[config.mk]
export PLATFORM = sky130hd
export DESIGN_NAME = crc_mem_arbiter_flat
export DESIGN_NICKNAME = d
export VERILOG_FILES = /design/src/rtl/crc_mem_arbiter_if.sv /design/src/rtl/crc_mem_arbiter.sv /design/src/flat_wrapper.sv
export SDC_FILE = /design/constraint.sdc
export NUM_CORES = 1
export LEC_CHECK = 0
export BUFFER_PORTS_ARGS = -buffer_cell sky130_fd_sc_hd__buf_2
export CAP_MARGIN = 20
export CORE_AREA = 3 3 96 98
export DETAILED_ROUTE_END_ITERATION = 8
export DIE_AREA = 0 0 99 101
export PLACE_DENSITY = 0.68
export SETUP_SLACK_MARGIN = 0.3
export SLEW_MARGIN = 20
export SYNTH_ARGS = -nofsm -noshare
export SYNTH_HDL_FRONTEND = slang
export SYNTH_SLANG_ARGS = --single-unit
[constraint.sdc]
create_clock -name clk -period 4.75 [get_ports clk]
set_input_delay 0.7125 -clock clk [delete_from_list [all_inputs] [get_ports clk]]
set_output_delay 0.7125 -clock clk [all_outputs]
set_load 0.005 [all_outputs]
[src/rtl/crc_mem_arbiter_if.sv]
// crc_mem_arbiter_if: Avalon-MM master port bundle between one master and the arbiter
interface crc_mem_arbiter_if #(
  parameter int ADDR_W = 10,
  parameter int DATA_W = 32,
  parameter int BE_W   = 4
);
  logic [ADDR_W-1:0] address;
  logic [BE_W-1:0]   byteenable;
  logic              read;
  logic              write;
  logic [DATA_W-1:0] writedata;
  logic              lock;
  logic              waitrequest;
  logic [DATA_W-1:0] readdata;
  logic              readdatavalid;
  modport master (
    output address, byteenable, read, write, writedata, lock,
    input  waitrequest, readdata, readdatavalid
  );
  modport slave (
    input  address, byteenable, read, write, writedata, lock,
    output waitrequest, readdata, readdatavalid
  );
endinterface

[src/rtl/crc_mem_arbiter.sv]
// crc_mem_arbiter: two-master round-robin/lock arbiter for the single-port CRC RAM (option: CRC_MEM_ARB_FIXED_PRIO_EN gives master 0 fixed priority)
module crc_mem_arbiter #(
  parameter int ADDR_W = 10,
  parameter int DATA_W = 32,
  parameter int BE_W   = 4
) (
  input  logic              clk,
  input  logic              reset_n,
  crc_mem_arbiter_if.slave  m0,
  crc_mem_arbiter_if.slave  m1,
  output logic [ADDR_W-1:0] ram_address,
  output logic [BE_W-1:0]   ram_byteenable,
  output logic              ram_chipselect,
  output logic              ram_write,
  output logic [DATA_W-1:0] ram_writedata,
  input  logic [DATA_W-1:0] ram_readdata,
  output logic              ram_clken
);
  logic       req0, req1, force_rel, lock_hold, pick1, rr_pick;
  logic       gnt0, gnt1, any_gnt, sel, wr_sel, rd_acc;
  logic       last_grant, acc_last, rd_pending, rd_owner;
  logic [3:0] hold_cnt;
`ifdef CRC_MEM_ARB_FIXED_PRIO_EN
  assign rr_pick = 1'b0;
`else
  assign rr_pick = ~last_grant;
`endif
  // Grant selection: lock hold, then 16-run force release, then round-robin / priority
  always_comb begin
    req0      = m0.read | m0.write;
    req1      = m1.read | m1.write;
    force_rel = hold_cnt == 4'hf;
    lock_hold = acc_last & ~force_rel & (last_grant ? (req1 & m1.lock) : (req0 & m0.lock));
    pick1     = lock_hold ? last_grant : force_rel ? ~last_grant : rr_pick;
    gnt1      = reset_n & req1 & (~req0 | pick1);
    gnt0      = reset_n & req0 & ~gnt1;
    any_gnt   = gnt0 | gnt1;
    sel       = gnt1;
    wr_sel    = sel ? m1.write : m0.write;
    rd_acc    = any_gnt & ~wr_sel;
  end
  // RAM port steered from the granted master; reads always use all byte lanes
  always_comb begin
    ram_address    = sel ? m1.address : m0.address;
    ram_writedata  = sel ? m1.writedata : m0.writedata;
    ram_byteenable = wr_sel ? (sel ? m1.byteenable : m0.byteenable) : '1;
    ram_chipselect = any_gnt;
    ram_write      = any_gnt & wr_sel;
    ram_clken      = 1'b1;
  end
  // Master-side responses; read data bus is shared, only the owner sees valid
  always_comb begin
    m0.waitrequest   = ~gnt0;
    m1.waitrequest   = ~gnt1;
    m0.readdata      = ram_readdata;
    m1.readdata      = ram_readdata;
    m0.readdatavalid = reset_n & rd_pending & ~rd_owner;
    m1.readdatavalid = reset_n & rd_pending & rd_owner;
  end
  // Arbitration history, hold counter and read-return tracking
  always_ff @(posedge clk)
    if (!reset_n) begin
      last_grant <= 1'b1;
      acc_last   <= 1'b0;
      hold_cnt   <= 4'd0;
      rd_pending <= 1'b0;
      rd_owner   <= 1'b0;
    end else begin
      acc_last   <= any_gnt;
      rd_pending <= rd_acc;
      if (rd_acc) rd_owner <= sel;
      if (any_gnt) last_grant <= sel;
      hold_cnt   <= (any_gnt & acc_last & (sel == last_grant)) ? hold_cnt + 4'd1 : 4'd0;
    end
endmodule
[src/flat_wrapper.sv]
// flat-port wrapper written by rule: the top's interface ports become plain ports
module crc_mem_arbiter_flat 
#(
  parameter int ADDR_W = 10,
  parameter int DATA_W = 32,
  parameter int BE_W   = 4
)
  (clk, reset_n, ram_address, ram_byteenable, ram_chipselect, ram_write, ram_writedata, ram_readdata, ram_clken, m0_address, m0_byteenable, m0_read, m0_write, m0_writedata, m0_lock, m0_waitrequest, m0_readdata, m0_readdatavalid, m1_address, m1_byteenable, m1_read, m1_write, m1_writedata, m1_lock, m1_waitrequest, m1_readdata, m1_readdatavalid);
  crc_mem_arbiter_if #(.ADDR_W(ADDR_W), .DATA_W(DATA_W), .BE_W(BE_W)) m0_i ();
  crc_mem_arbiter_if #(.ADDR_W(ADDR_W), .DATA_W(DATA_W), .BE_W(BE_W)) m1_i ();
  input  logic clk;
  input  logic reset_n;
  output logic [ADDR_W-1:0] ram_address;
  output logic [BE_W-1:0] ram_byteenable;
  output logic ram_chipselect;
  output logic ram_write;
  output logic [DATA_W-1:0] ram_writedata;
  input  logic [DATA_W-1:0] ram_readdata;
  output logic ram_clken;
  input wire logic [$bits(m0_i.address)-1:0] m0_address;
  input wire logic [$bits(m0_i.byteenable)-1:0] m0_byteenable;
  input wire logic [$bits(m0_i.read)-1:0] m0_read;
  input wire logic [$bits(m0_i.write)-1:0] m0_write;
  input wire logic [$bits(m0_i.writedata)-1:0] m0_writedata;
  input wire logic [$bits(m0_i.lock)-1:0] m0_lock;
  output wire logic [$bits(m0_i.waitrequest)-1:0] m0_waitrequest;
  output wire logic [$bits(m0_i.readdata)-1:0] m0_readdata;
  output wire logic [$bits(m0_i.readdatavalid)-1:0] m0_readdatavalid;
  input wire logic [$bits(m1_i.address)-1:0] m1_address;
  input wire logic [$bits(m1_i.byteenable)-1:0] m1_byteenable;
  input wire logic [$bits(m1_i.read)-1:0] m1_read;
  input wire logic [$bits(m1_i.write)-1:0] m1_write;
  input wire logic [$bits(m1_i.writedata)-1:0] m1_writedata;
  input wire logic [$bits(m1_i.lock)-1:0] m1_lock;
  output wire logic [$bits(m1_i.waitrequest)-1:0] m1_waitrequest;
  output wire logic [$bits(m1_i.readdata)-1:0] m1_readdata;
  output wire logic [$bits(m1_i.readdatavalid)-1:0] m1_readdatavalid;
  assign m0_i.address = m0_address;
  assign m0_i.byteenable = m0_byteenable;
  assign m0_i.read = m0_read;
  assign m0_i.write = m0_write;
  assign m0_i.writedata = m0_writedata;
  assign m0_i.lock = m0_lock;
  assign m0_waitrequest = m0_i.waitrequest;
  assign m0_readdata = m0_i.readdata;
  assign m0_readdatavalid = m0_i.readdatavalid;
  assign m1_i.address = m1_address;
  assign m1_i.byteenable = m1_byteenable;
  assign m1_i.read = m1_read;
  assign m1_i.write = m1_write;
  assign m1_i.writedata = m1_writedata;
  assign m1_i.lock = m1_lock;
  assign m1_waitrequest = m1_i.waitrequest;
  assign m1_readdata = m1_i.readdata;
  assign m1_readdatavalid = m1_i.readdatavalid;
  crc_mem_arbiter #(.ADDR_W(ADDR_W), .DATA_W(DATA_W), .BE_W(BE_W)) u_core (.clk(clk), .reset_n(reset_n), .m0(m0_i), .m1(m1_i), .ram_address(ram_address), .ram_byteenable(ram_byteenable), .ram_chipselect(ram_chipselect), .ram_write(ram_write), .ram_writedata(ram_writedata), .ram_readdata(ram_readdata), .ram_clken(ram_clken));
endmodule
Word level (Yosys, flattened, before mapping)
Index checks and enable logic that the tools add are counted.
Widths: inputs -> output; s select.
{"block": "classes", "addsub": 1, "n_eq_ne": 2, "muxes": 7, "n_bitwise": 26, "reduce_logical": 1}
{"operator": "$mux 32", "count": 1}
{"operator": "$and 1x1->1", "count": 15}
{"operator": "$mux 10", "count": 1}
{"operator": "$mux 4", "count": 2}
{"operator": "$not 1->1", "count": 7}
{"operator": "$add 4x1->4 const B", "count": 1}
{"operator": "$eq 4x4->1 const B", "count": 1}
{"operator": "$or 1x1->1", "count": 4}
{"operator": "$mux 1", "count": 3}
{"operator": "$reduce_and 2->1", "count": 1}
{"operator": "$eq 1x1->1", "count": 1}
{"block": "totals", "register_bits": 8, "input_bits": 132, "output_inout_bits": 117}

Logic depth before layout (Yosys ltp)
Gate-level depths: netlist of the first run.
{"block": "depth", "depth_word": 13, "depth_mapped": 8, "depth_no_buf": 5}

Worst setup path after synthesis of the first run
Ideal clock, no wire load.
{"block": "synth_path", "kind": "input-to-output", "startpoint": "input port m1_write", "endpoint": "output port ram_address[6]", "arrival_ps": 2152, "t_required_ps": 4038, "path_slack_ps": 1885, "path_stages": 8, "path_buffers": 4, "cell_sequence": "buf_2 o211a_4 a21oi_2 or3_1 clkbuf_1 buf_6 buf_6 mux2_4"}
{"block": "synth_via", "elab_chain_len": 8, "elab_cells_between_ends": 9, "cone_classes": "mux (3); bitwise (6)"}
{"element": "start: declaration", "line_no": "flat_wrapper.sv:32", "source": "input wire logic [$bits(m1_i.write)-1:0] m1_write;"}
{"element": "$or 1x1->1 *", "line_no": "crc_mem_arbiter.sv:31", "source": "req1 = m1.read | m1.write;"}
{"element": "$and 1x1->1", "line_no": "crc_mem_arbiter.sv:33", "source": "lock_hold = acc_last & ~force_rel & (last_grant ? (req1 & m1.lock) : (req0 & m0.lock));"}
{"element": "$mux 1", "line_no": "crc_mem_arbiter.sv:33"}
{"element": "$and 1x1->1", "line_no": "crc_mem_arbiter.sv:33"}
{"element": "$mux 1", "line_no": "crc_mem_arbiter.sv:34", "source": "pick1 = lock_hold ? last_grant : force_rel ? ~last_grant : rr_pick;"}
{"element": "$or 1x1->1", "line_no": "crc_mem_arbiter.sv:35", "source": "gnt1 = reset_n & req1 & (~req0 | pick1);"}
{"element": "$and 1x1->1 *", "line_no": "crc_mem_arbiter.sv:35"}
{"element": "$mux 10 *", "line_no": "crc_mem_arbiter.sv:44", "source": "ram_address = sel ? m1.address : m0.address;"}
{"element": "end: declaration", "line_no": "flat_wrapper.sv:13", "source": "output logic [ADDR_W-1:0] ram_address;"}
Mark *: on every way between the ends. The rest lies on a longest branch, timed or not.

Worst setup path after layout of the first run
{"block": "layout_path", "startpoint": "register u_core.hold_cnt[0]", "endpoint": "output port ram_writedata[2]"}
{"block": "layout_via", "elab_chain_len": 8}
{"element": "start: declaration", "line_no": "crc_mem_arbiter.sv:22", "source": "logic [3:0] hold_cnt;"}
{"element": "start signal: assignment", "line_no": "crc_mem_arbiter.sv:73", "source": "hold_cnt <= (any_gnt & acc_last & (sel == last_grant)) ? hold_cnt + 4'd1 : 4'd0;"}
{"element": "$eq 4x4->1", "line_no": "crc_mem_arbiter.sv:32", "source": "force_rel = hold_cnt == 4'hf;"}
{"element": "$not 1->1", "line_no": "crc_mem_arbiter.sv:33"}
{"element": "$and 1x1->1 (2 in a row)", "line_no": "crc_mem_arbiter.sv:33"}
{"element": "$mux 1", "line_no": "crc_mem_arbiter.sv:34"}
{"element": "$or 1x1->1", "line_no": "crc_mem_arbiter.sv:35"}
{"element": "$and 1x1->1", "line_no": "crc_mem_arbiter.sv:35"}
{"element": "$mux 32", "line_no": "crc_mem_arbiter.sv:45", "source": "ram_writedata = sel ? m1.writedata : m0.writedata;"}
{"element": "end: declaration", "line_no": "flat_wrapper.sv:17", "source": "output logic [DATA_W-1:0] ram_writedata;"}
No other way between the ends.

==> results of run 1 <==
[placed cells by master (no fill, tap or decap)]
master	synthesis	layout
o31a_1	1	1
o31ai_1	2	2
inv_1	3	3
a21bo_2	1	1
buf_2	5	151
nand3_1	4	4
o21ai_0	4	4
clkbuf_8	0	3
nand2b_1	1	1
nor2_1	10	10
xor2_1	1	1
mux2i_1	4	4
a21oi_1	4	4
nor4_2	1	1
xnor2_1	1	1
a21boi_0	1	1
o311a_1	1	1
o211a_4	1	1
nor3_1	2	2
nor4b_1	1	1
mux2_2	39	39
dfxtp_1	8	8
and3_1	2	2
buf_4	65	1
mux2_4	3	3
nand2_1	8	8
a21oi_2	1	1
a41o_1	1	1
ha_1	1	1
conb_1	1	1
nor3b_1	1	1
or3_2	0	1
o22ai_1	1	1
a311o_1	1	1
or3_1	2	1
a211oi_1	1	1
a311oi_1	1	1
[per-stage QoR]
step                      cell area, um^2  hold slack, ps  total power, uW  utilization  std cells
after floorplan                      1587           417.4            211.1            -        187
after global routing                 1988           466.7            352.0       0.2325        377
after global placement               1947           437.2            248.2       0.2277        374
final                                1988           442.5            330.1       0.2325        377
after detailed placement             1947           438.5            251.3       0.2277        374
after CTS                            1988           444.3            335.9       0.2325        377
[registers in the layout (all words and copies together) (netlist names)]
name,cells
u_core.acc_last,1
u_core.hold_cnt,4
u_core.last_grant,1
u_core.rd_owner,1
u_core.rd_pending,1
[metal layers]
metal | global-route usage | share of wire
met5 | 0 | 0
met4 | 0.05567 | 0.041
met3 | 0.03045 | 0.13
met2 | 0.1265 | 0.48
met1 | 0.09102 | 0.35
[cell type report]
class,instances,area (um^2),area share
sequential,8,160.2,0.08055
inverter,3,11.26,0.005664
tap,108,135.1,0.06797
clock buffer,3,41.29,0.02077
multi-input combinational,103,877.1,0.4412
timing repair buffer,152,763.2,0.3839
[report_power, final]
group | leakage, uW | switching (uW) | internal, uW
registers | 0.0000657 | 4.23 | 71.6
logic | 0.000960 | 69.4 | 103
clock network | 0.0000216 | 26.6 | 54.9
[logic make-up after synthesis]
kind of cell             Yosys count  synth area share
AO/OA/AOI/OAI                     21            0.1010
XOR/XNOR                           2           0.01104
adder cells (fa/ha/maj)            1          0.007885
buffers and inverters             76            0.3470
flip-flops                         8            0.1009
multiplexers                      46            0.3304
other                              1          0.002364
AND/OR/NAND/NOR                   32           0.09937
[worst paths after layout]
| kind | endpoint | depth (start not counted) | slack, ps | start |
|---|---|---|---|---|
| worst max register to register | u_core.last_grant$_SDFFE_PN1P_ | 5 | 2990 | u_core.hold_cnt[0]$_SDFF_PN0_ |
| worst max-delay path | ram_writedata[2] | 7 | 1250 | u_core.hold_cnt[0]$_SDFF_PN0_ |
| worst min-delay path | u_core.hold_cnt[0]$_SDFF_PN0_ | 1 | 440 | u_core.hold_cnt[0]$_SDFF_PN0_ |
| worst min register to register | u_core.hold_cnt[0]$_SDFF_PN0_ | 1 | 440 | u_core.hold_cnt[0]$_SDFF_PN0_ |
[worst reg2reg max path, cell delays in order (launching register included)]
cell and delay [ps]:
dfxtp_1 320, ha_1 230, and3_1 240, nor4_2 370, or3_2 370, nand3_1 110
==> run_results.csv, run 1 <==
group,metric,value,unit
outcome,status,"finished clean",
cts,clk_pin_slew_worst_paths,40,ps
drt,drtIter0Drc,35,
logic_synthesis,netlist_top_cells_count,"buf_4, mux2_2, nor2_1",
floorplan,dieArea,9999,um^2
cts,cts_resized,0,
cts,cts_buffers,3,
logic_synthesis,synthArstFlopShare,0,
drt,dr.pass1.iters,4,
sta,finalSetupViolations,0,
floorplan,die_h,101,um
cts,root_buffer,"clkbuf_8",
floorplan,die_x,99,um
floorplan,core,8551,um^2
worst_setup_path,crit_arrival,2790,ps
worst_setup_path,cp-end-kind,"primary output",
logic_synthesis,synth-main-ff-cell,"dfxtp_1",
hold_path,hp-class,"reg2reg",
logic_synthesis,yosys_warnings,0,
global_routing,antenna_found_initial,0,
global_routing,grt_overflow,0,
drt,wirelength,4771,um
logic_synthesis,synth_top_cell_by_area,"buf_4",
logic_synthesis,syn_area_per_cell,8.484,um^2
worst_setup_path,cp_num_buf_inv,2,
worst_setup_path,crit_chain,"ha_1 -> and3_1 -> nor4_2 -> or3_2 -> buf_4 -> mux2_2 -> buf_2",
worst_setup_path,critical_path_class,"reg2out",
cts,cts_hold_buffers,0,
cts,post_cts_buffers,0,
global_routing,grt_pass1_vias,1429,
layout,drive_above_1_share,0.7509,
logic_synthesis,synth_edf_count,0,
cts,clockBufferDepth,2,
layout,nets,404,
placed_design,io_buffers,151,
sta,grt_setup_unrepaired,"no",
drt,drc,0,
sta,hold_violations,0,
floorplan,boundaryPins,249,
cts,cts_tree,"yes",
pwr,power_density,166.0,nW/um^2
cts,htreeDepth,1,
sta,period_share,0.7369,
sta,clock.fmax,285.7,MHz
job,cap_violations,0,
logic_synthesis,yosysSeqAreaShare,0.1009,
sta,timing.final.crit_period,3500,ps
placed_design,dp_hpwl,4114,um
worst_setup_path,cp.required,4040,ps
sta,setup_slack,1250,ps
cts,cts_sinks,8,
placed_design,pre_cts_ws,1282,ps
logic_synthesis,postSynthCellCount,187,
drt,vias,1585,
global_routing,grt_pass1_wl,6458,um
sta,final_max_slew_viol_count,0,
drt,ant_nets,0,
layout,n_fill_cell,945,
pwr,ir_worst_vdd,0.05011,mV
worst_setup_path,critical-path-top-delay-family,"simple AND/OR/NAND/NOR gates",
drt,viasPerCell,4.204,
logic_synthesis,ys_top_cells_by_area,"buf_4, mux2_2, dfxtp_1, mux2_4, mux2i_1",
placed_design,gp_congestion,0.7659,
logic_synthesis,yosysTopAreaCellShare,0.3076,
global_routing,grt_max_degree,38,
worst_setup_path,slowest_stage,"buf_4",
pwr,power.leakage,0.001047,uW
logic_synthesis,ys_ff_latch,8,
worst_setup_path,worstPathMaxFanout,37,
floorplan,initial_core_util,0.1855,
logic_synthesis,yosysUniqueCellTypes,37,
layout,diodes,0,
sta,finalClockSkew,1.997,ps
logic_synthesis,synth_area,1587,um^2
sta,tns,0,ps
logic_synthesis,yosysMostFrequentCell,"buf_4",
global_routing,track_usage,0.08092,
worst_setup_path,startpoint_type,"register",
layout,synthToLayoutAreaGrowth,25.32,%
floorplan,fp-row-count,34,
cts,worstSkewPairLatency,230,ps
worst_setup_path,critPathMaxStageDelay,470,ps
logic_synthesis,syn_nets,320,
drt,wl_per_cell,12.66,um
No activity file was read; power rests on OpenSTA's default activity.
==> run 2: changes to the inputs <==
--- a/config.mk
+++ b/config.mk
@@ -5,12 +5,13 @@
 export SDC_FILE = /design/constraint.sdc
 export NUM_CORES = 1
 export LEC_CHECK = 0
+export ABC_AREA = 1
 export BUFFER_PORTS_ARGS = -buffer_cell sky130_fd_sc_hd__buf_2
 export CAP_MARGIN = 20
 export CORE_AREA = 3 3 96 98
 export DETAILED_ROUTE_END_ITERATION = 8
 export DIE_AREA = 0 0 99 101
-export PLACE_DENSITY = 0.68
+export PLACE_DENSITY = 0.67
 export SETUP_SLACK_MARGIN = 0.3
 export SLEW_MARGIN = 20
 export SYNTH_ARGS = -nofsm -noshare
==> constraint.sdc (replaced) <==
create_clock -name clk -period 3.5 [get_ports clk]
set_input_delay 0.525 -clock clk [delete_from_list [all_inputs] [get_ports clk]]
set_output_delay 0.525 -clock clk [all_outputs]
set_load 0.005 [all_outputs]
==> run_results.csv, run 2 <==
group,metric,value,unit
sta,finalSetupViolations,0,
logic_synthesis,ys_ff_latch,8,
placed_design,io_buffers,151,
drt,ant_nets,0,
global_routing,grt_overflow,0,
worst_setup_path,slowest_stage,"inv_4",
pwr,power_density,239.1,nW/um^2
drt,wirelength,5898,um
pwr,ir_worst_vdd,0.2173,mV
worst_setup_path,critical_path_class,"reg2out",
sta,period_share,0.7549,
floorplan,boundaryPins,249,
worst_setup_path,cp-end-kind,"primary output",
floorplan,die_h,101,um
worst_setup_path,startpoint_type,"register",
logic_synthesis,yosysSeqAreaShare,0.1088,
layout,largest_register_ffs,4,
floorplan,core,8551,um^2
sta,grt_setup_unrepaired,"no",
cts,cts_buffers,3,
layout,final_common_cell,"buf_2",
floorplan,die_x,99,um
placed_design,gp_congestion,0.8013,
global_routing,antenna_found_initial,0,
drt,drc,0,
logic_synthesis,yosysUniqueCellTypes,21,
floorplan,fp-row-count,34,
logic_synthesis,syn_area_per_cell,5.516,um^2
worst_setup_path,crit_chain,"ha_1 -> nand3_1 -> nand3_1 -> nand2_1 -> nand3_2 -> nand2_4 -> inv_4 -> nand2_1 -> nand2_1 -> buf_2",
cts,htreeDepth,1,
logic_synthesis,synth-main-ff-cell,"dfxtp_1",
layout,drive_above_1_share,0.4569,
worst_setup_path,path_common_cell,"nand2_1",
global_routing,grt_pass1_wl,8183,um
layout,synthToLayoutAreaGrowth,26.25,%
sta,final_max_slew_viol_count,0,
sta,clock.fmax,378.5,MHz
placed_design,dp_hpwl,5177,um
floorplan,initial_core_util,0.1722,
cts,cts_sinks,8,
logic_synthesis,synthArstFlopShare,0,
logic_synthesis,postSynthCellCount,267,
sta,hold_violations,0,
floorplan,dieArea,9999,um^2
logic_synthesis,yosysTopAreaCellShare,0.3594,
worst_setup_path,cp.required,2970,ps
layout,layout_common_cells,"buf_2, nand2_1, nand3_1",
worst_setup_path,cp_num_buf_inv,2,
drt,vias,1775,
worst_setup_path,critical-path-top-delay-family,"simple AND/OR/NAND/NOR gates",
worst_setup_path,critPathMaxStageDelay,380,ps
layout,fin_util,0.2174,
worst_setup_path,crit_arrival,2120,ps
logic_synthesis,ys_top_cells_by_area,"nand2_1, buf_4, dfxtp_1, nand3_1, inv_1",
job,cap_violations,0,
logic_synthesis,synth_area,1473,um^2
hold_path,hp-class,"reg2reg",
cts,clockBufferDepth,2,
logic_synthesis,synth_top_cell_by_area,"nand2_1",
drt,drtIter0Drc,48,
logic_synthesis,yosysMostFrequentCell,"nand2_1",
drt,dr.pass1.iters,4,
layout,largest-register,"u_core.hold_cnt",
global_routing,grt_pass1_vias,1509,
global_routing,track_usage,0.1019,
cts,worstSkewPairLatency,220,ps
worst_setup_path,worstPathMaxFanout,46,
cts,cts_tree,"yes",
sta,timing.final.crit_period,2642,ps
cts,cts_hold_buffers,0,
cts,root_buffer,"clkbuf_8",
logic_synthesis,synth_edf_count,0,
layout,diodes,0,
drt,wl_per_cell,12.93,um
logic_synthesis,yosys_warnings,0,
pwr,power.leakage,0.001208,uW
sta,finalClockSkew,1.584,ps
drt,viasPerCell,3.893,
logic_synthesis,syn_nets,400,
sta,tns,0,ps
global_routing,grt_max_degree,47,
cts,clk_pin_slew_worst_paths,40,ps
layout,nets,483,
outcome,status,"finished clean",
logic_synthesis,netlist_top_cells_count,"nand2_1, buf_4, nand3_1",
[run 2: path summary, 6_finish.rpt]
path	start	to	slack [ps]	cells after the start
max	u_core.hold_cnt[0]$_SDFF_PN0_	ram_writedata[18]	860	10
min	u_core.hold_cnt[0]$_SDFF_PN0_	u_core.hold_cnt[0]$_SDFF_PN0_	450	1
max reg2reg	u_core.hold_cnt[0]$_SDFF_PN0_	u_core.hold_cnt[0]$_SDFF_PN0_	1480	11
min reg2reg	u_core.hold_cnt[0]$_SDFF_PN0_	u_core.hold_cnt[0]$_SDFF_PN0_	450	1
[run 2: stage by stage]
step / instance area (um^2) / instances / power (uW) / hold WS (ps) / setup WS (ps)
after floorplan: 1473 / 267 / 275.4 / 417.9 / 1631
after global placement: 1815 / 453 / 340.6 / 429.2 / 734.0
after detailed placement: 1815 / 453 / 343.5 / 445.2 / 686.7
after CTS: 1857 / 456 / 452.8 / 450.7 / 527.6
after global routing: 1859 / 456 / 484.1 / 485.7 / 566.7
final: 1859 / 456 / 444.5 / 447.0 / 857.8
[run 2: final cells by class]
type                            instances  area (um^2)
Tap cell                              108        135.1
Sequential cell                         8        160.2
Timing Repair Buffer                  152        763.2
Inverter                               10        40.04
Fill cell                             997         6691
Clock buffer                            3        41.29
Multi-Input combinational cell        175        719.4
[run 2: cells by family (layout without fill, tap and decap cells)]
kind of cell               count (synthesis)  in the layout  synth area share
DFF                                        8              8            0.1087
adders and majority gates                  1              1          0.008495
and+or+nand+nor                          167            167            0.4503
buffers and inverters                     84            165            0.4027
xor gates and xnor gates                   2              2           0.01190
other                                      1              1          0.002546
AOI/OAI and AO/OA                          4              4           0.01529
[run 2: power by group]
| part | leakage (uW) | internal, uW | switching [uW] | total [uW] |
|---|---|---|---|---|
| clock | 0.0000216 | 74.1 | 32.0 | 106 |
| combinational | 0.00112 | 113 | 125 | 237 |
| sequential | 0.0000659 | 97.8 | 3.25 | 101 |
[run 2: timing repair]
| item | 4_1_cts | 5_1_grt |
|---|---|---|
| resized for setup | 0 | 2 |
| buffers inserted | 0 | 0 |
| setup endpoints to repair | 0 | 1 |
[run 2: metal layers]
layer | GRT usage | share of wire | vias up
met2 | 0.1844 | 0.53 | 109
met3 | 0.04360 | 0.13 | 10
met4 | 0.02416 | 0.018 | 0
met5 | 0 | 0 | -
li1 | - | - | 899
met1 | 0.1094 | 0.33 | 757
[run 2: worst register-to-register path: stages (launching register included)]
cell,delay [ps]
dfxtp_1,310
ha_1,220
nand3_1,120
nand3_1,80
nand2_1,80
nand3_2,100
nand2_4,260
buf_4,350
nand2_1,120
nand2_1,70
nand3_1,120
nor2_1,120
==> run 3: changes to the inputs <==
==> constraint.sdc (replaced) <==
create_clock -name clk -period 2.6 [get_ports clk]
set_input_delay 0.39 -clock clk [delete_from_list [all_inputs] [get_ports clk]]
set_output_delay 0.39 -clock clk [all_outputs]
set_load 0.005 [all_outputs]
==> run_results.csv, run 3 (synthesis gave the netlist of run 2 again) <==
group,metric,value,unit
outcome,status,"finished clean",
cts,cts_tree,"yes",
drt,wirelength,6027,um
floorplan,boundaryPins,249,
worst_setup_path,slowest_stage,"dfxtp_1",
cts,root_buffer,"clkbuf_8",
cts,clockBufferDepth,2,
layout,layout_common_cells,"buf_2, nand2_1, nand3_1",
worst_setup_path,crit_chain,"ha_1 -> nand3_1 -> nand3_1 -> nand2_1 -> nand3_2 -> nand2_4 -> buf_6 -> nand2_1 -> nand2_1 -> buf_2",
cts,htreeDepth,1,
global_routing,grt_pass1_wl,8424,um
global_routing,grt_overflow,0,
sta,grt_setup_unrepaired,"yes",
floorplan,core,8551,um^2
worst_setup_path,cp_num_buf_inv,2,
sta,tns,0,ps
hold_path,hp-class,"in2reg",
layout,fin_util,0.2229,
layout,synthToLayoutAreaGrowth,29.40,%
pwr,power_density,325.9,nW/um^2
sta,timing.final.crit_period,2148,ps
floorplan,die_h,101,um
layout,final_common_cell,"buf_2",
cts,cts_buffers,3,
drt,viasPerCell,3.967,
worst_setup_path,cp.required,2210,ps
global_routing,track_usage,0.1061,
worst_setup_path,critical_path_class,"reg2out",
cts,cts_sinks,8,
sta,setup_slack,451.7,ps
drt,dr.pass1.iters,4,
layout,nets,485,
job,cap_violations,0,
floorplan,initial_core_util,0.1722,
drt,wl_per_cell,13.16,um
cts,worstSkewPairLatency,230,ps
global_routing,antenna_found_initial,0,
layout,drive_above_1_share,0.4629,
sta,finalClockSkew,2.778,ps
floorplan,dieArea,9999,um^2
pwr,total_power,621.0,uW
placed_design,dpl_cell_area,1843,um^2
cts,clk_pin_slew_worst_paths,40,ps
worst_setup_path,startpoint_type,"register",
global_routing,grt_pass1_vias,1618,
layout,diodes,0,
worst_setup_path,cp-end-kind,"primary output",
worst_setup_path,crit_arrival,1760,ps
drt,drtIter0Drc,35,
sta,hold_violations,0,
pwr,power.leakage,0.001227,uW
worst_setup_path,critical-path-top-delay-family,"simple AND/OR/NAND/NOR gates",
floorplan,fp-row-count,34,
placed_design,io_buffers,151,
drt,drc,0,
drt,vias,1817,
placed_design,dp_hpwl,5287,um
sta,period_share,0.8263,
sta,clock.fmax,465.5,MHz
placed_design,gp_congestion,0.8347,
placed_design,pre_cts_ws,471.1,ps
sta,final_max_slew_viol_count,0,
worst_setup_path,worstPathMaxFanout,27,
cts,post_cts_buffers,0,
global_routing,grt_max_degree,28,
floorplan,die_x,99,um
pwr,ir_worst_vdd,0.2956,mV
sta,finalSetupViolations,0,
layout,largest-register,"u_core.hold_cnt",
worst_setup_path,path_common_cell,"nand2_1",
layout,final_area,1906,um^2
drt,ant_nets,0,
worst_setup_path,critPathMaxStageDelay,310,ps
layout,largest_register_ffs,4,
[run 3: worst reg2reg max path: stages, from the launching register on]
cell,delay (ps)
dfxtp_1,310
ha_1,220
nand3_1,110
nand3_1,80
nand2_1,70
nand3_2,90
nand2_4,130
buf_6,230
nand2_1,100
nand2_1,70
nand3_1,120
nor2_1,120
[run 3: stage by stage]
step	cells	hold WS, ps
after floorplan	267	417.9
after global placement	455	430.9
after detailed placement	455	441.6
after CTS	458	390.9
after global routing	458	399.8
final	458	403.3
[run 3: worst paths after layout]
check	from	end	slack, ps	cells past startpoint
hold / removal	reset_n	u_core.last_grant$_SDFFE_PN1P_	400	2
setup reg to reg	u_core.hold_cnt[0]$_SDFF_PN0_	u_core.hold_cnt[1]$_SDFF_PN0_	880	11
setup / recovery	u_core.hold_cnt[0]$_SDFF_PN0_	ram_writedata[29]	450	10
hold reg to reg	u_core.hold_cnt[0]$_SDFF_PN0_	u_core.hold_cnt[0]$_SDFF_PN0_	440	1
[run 3: report_power, final]
group / switching [uW] / internal (uW)
registers: 4.34 / 132
logic: 172 / 162
clock network: 51.2 / 100
total: 227 / 394
[run 3: timing repair]
item                                    in CTS  in global routing
hold buffers                                 0                  0
gates resized for setup                      1                  6
endpoints found under the setup margin      24                 38
[run 3: area by class of cell]
type | count | area [um^2]
fillers | 998 | 6645
repair buffers | 154 | 802.0
multi-input cells | 175 | 721.9
flip-flops and latches | 8 | 160.2
well taps | 108 | 135.1
inverters | 10 | 45.04
clock buffers | 3 | 41.29
[run 3: layer usage]
| metal | GRT usage | part of all wire | up-vias |
|---|---|---|---|
| li1 | - | - | 904 |
| met1 | 0.1090 | 0.33 | 772 |
| met2 | 0.1916 | 0.52 | 129 |
| met3 | 0.04637 | 0.13 | 12 |
| met4 | 0.03676 | 0.021 | 0 |
| met5 | 0 | 0 | - |
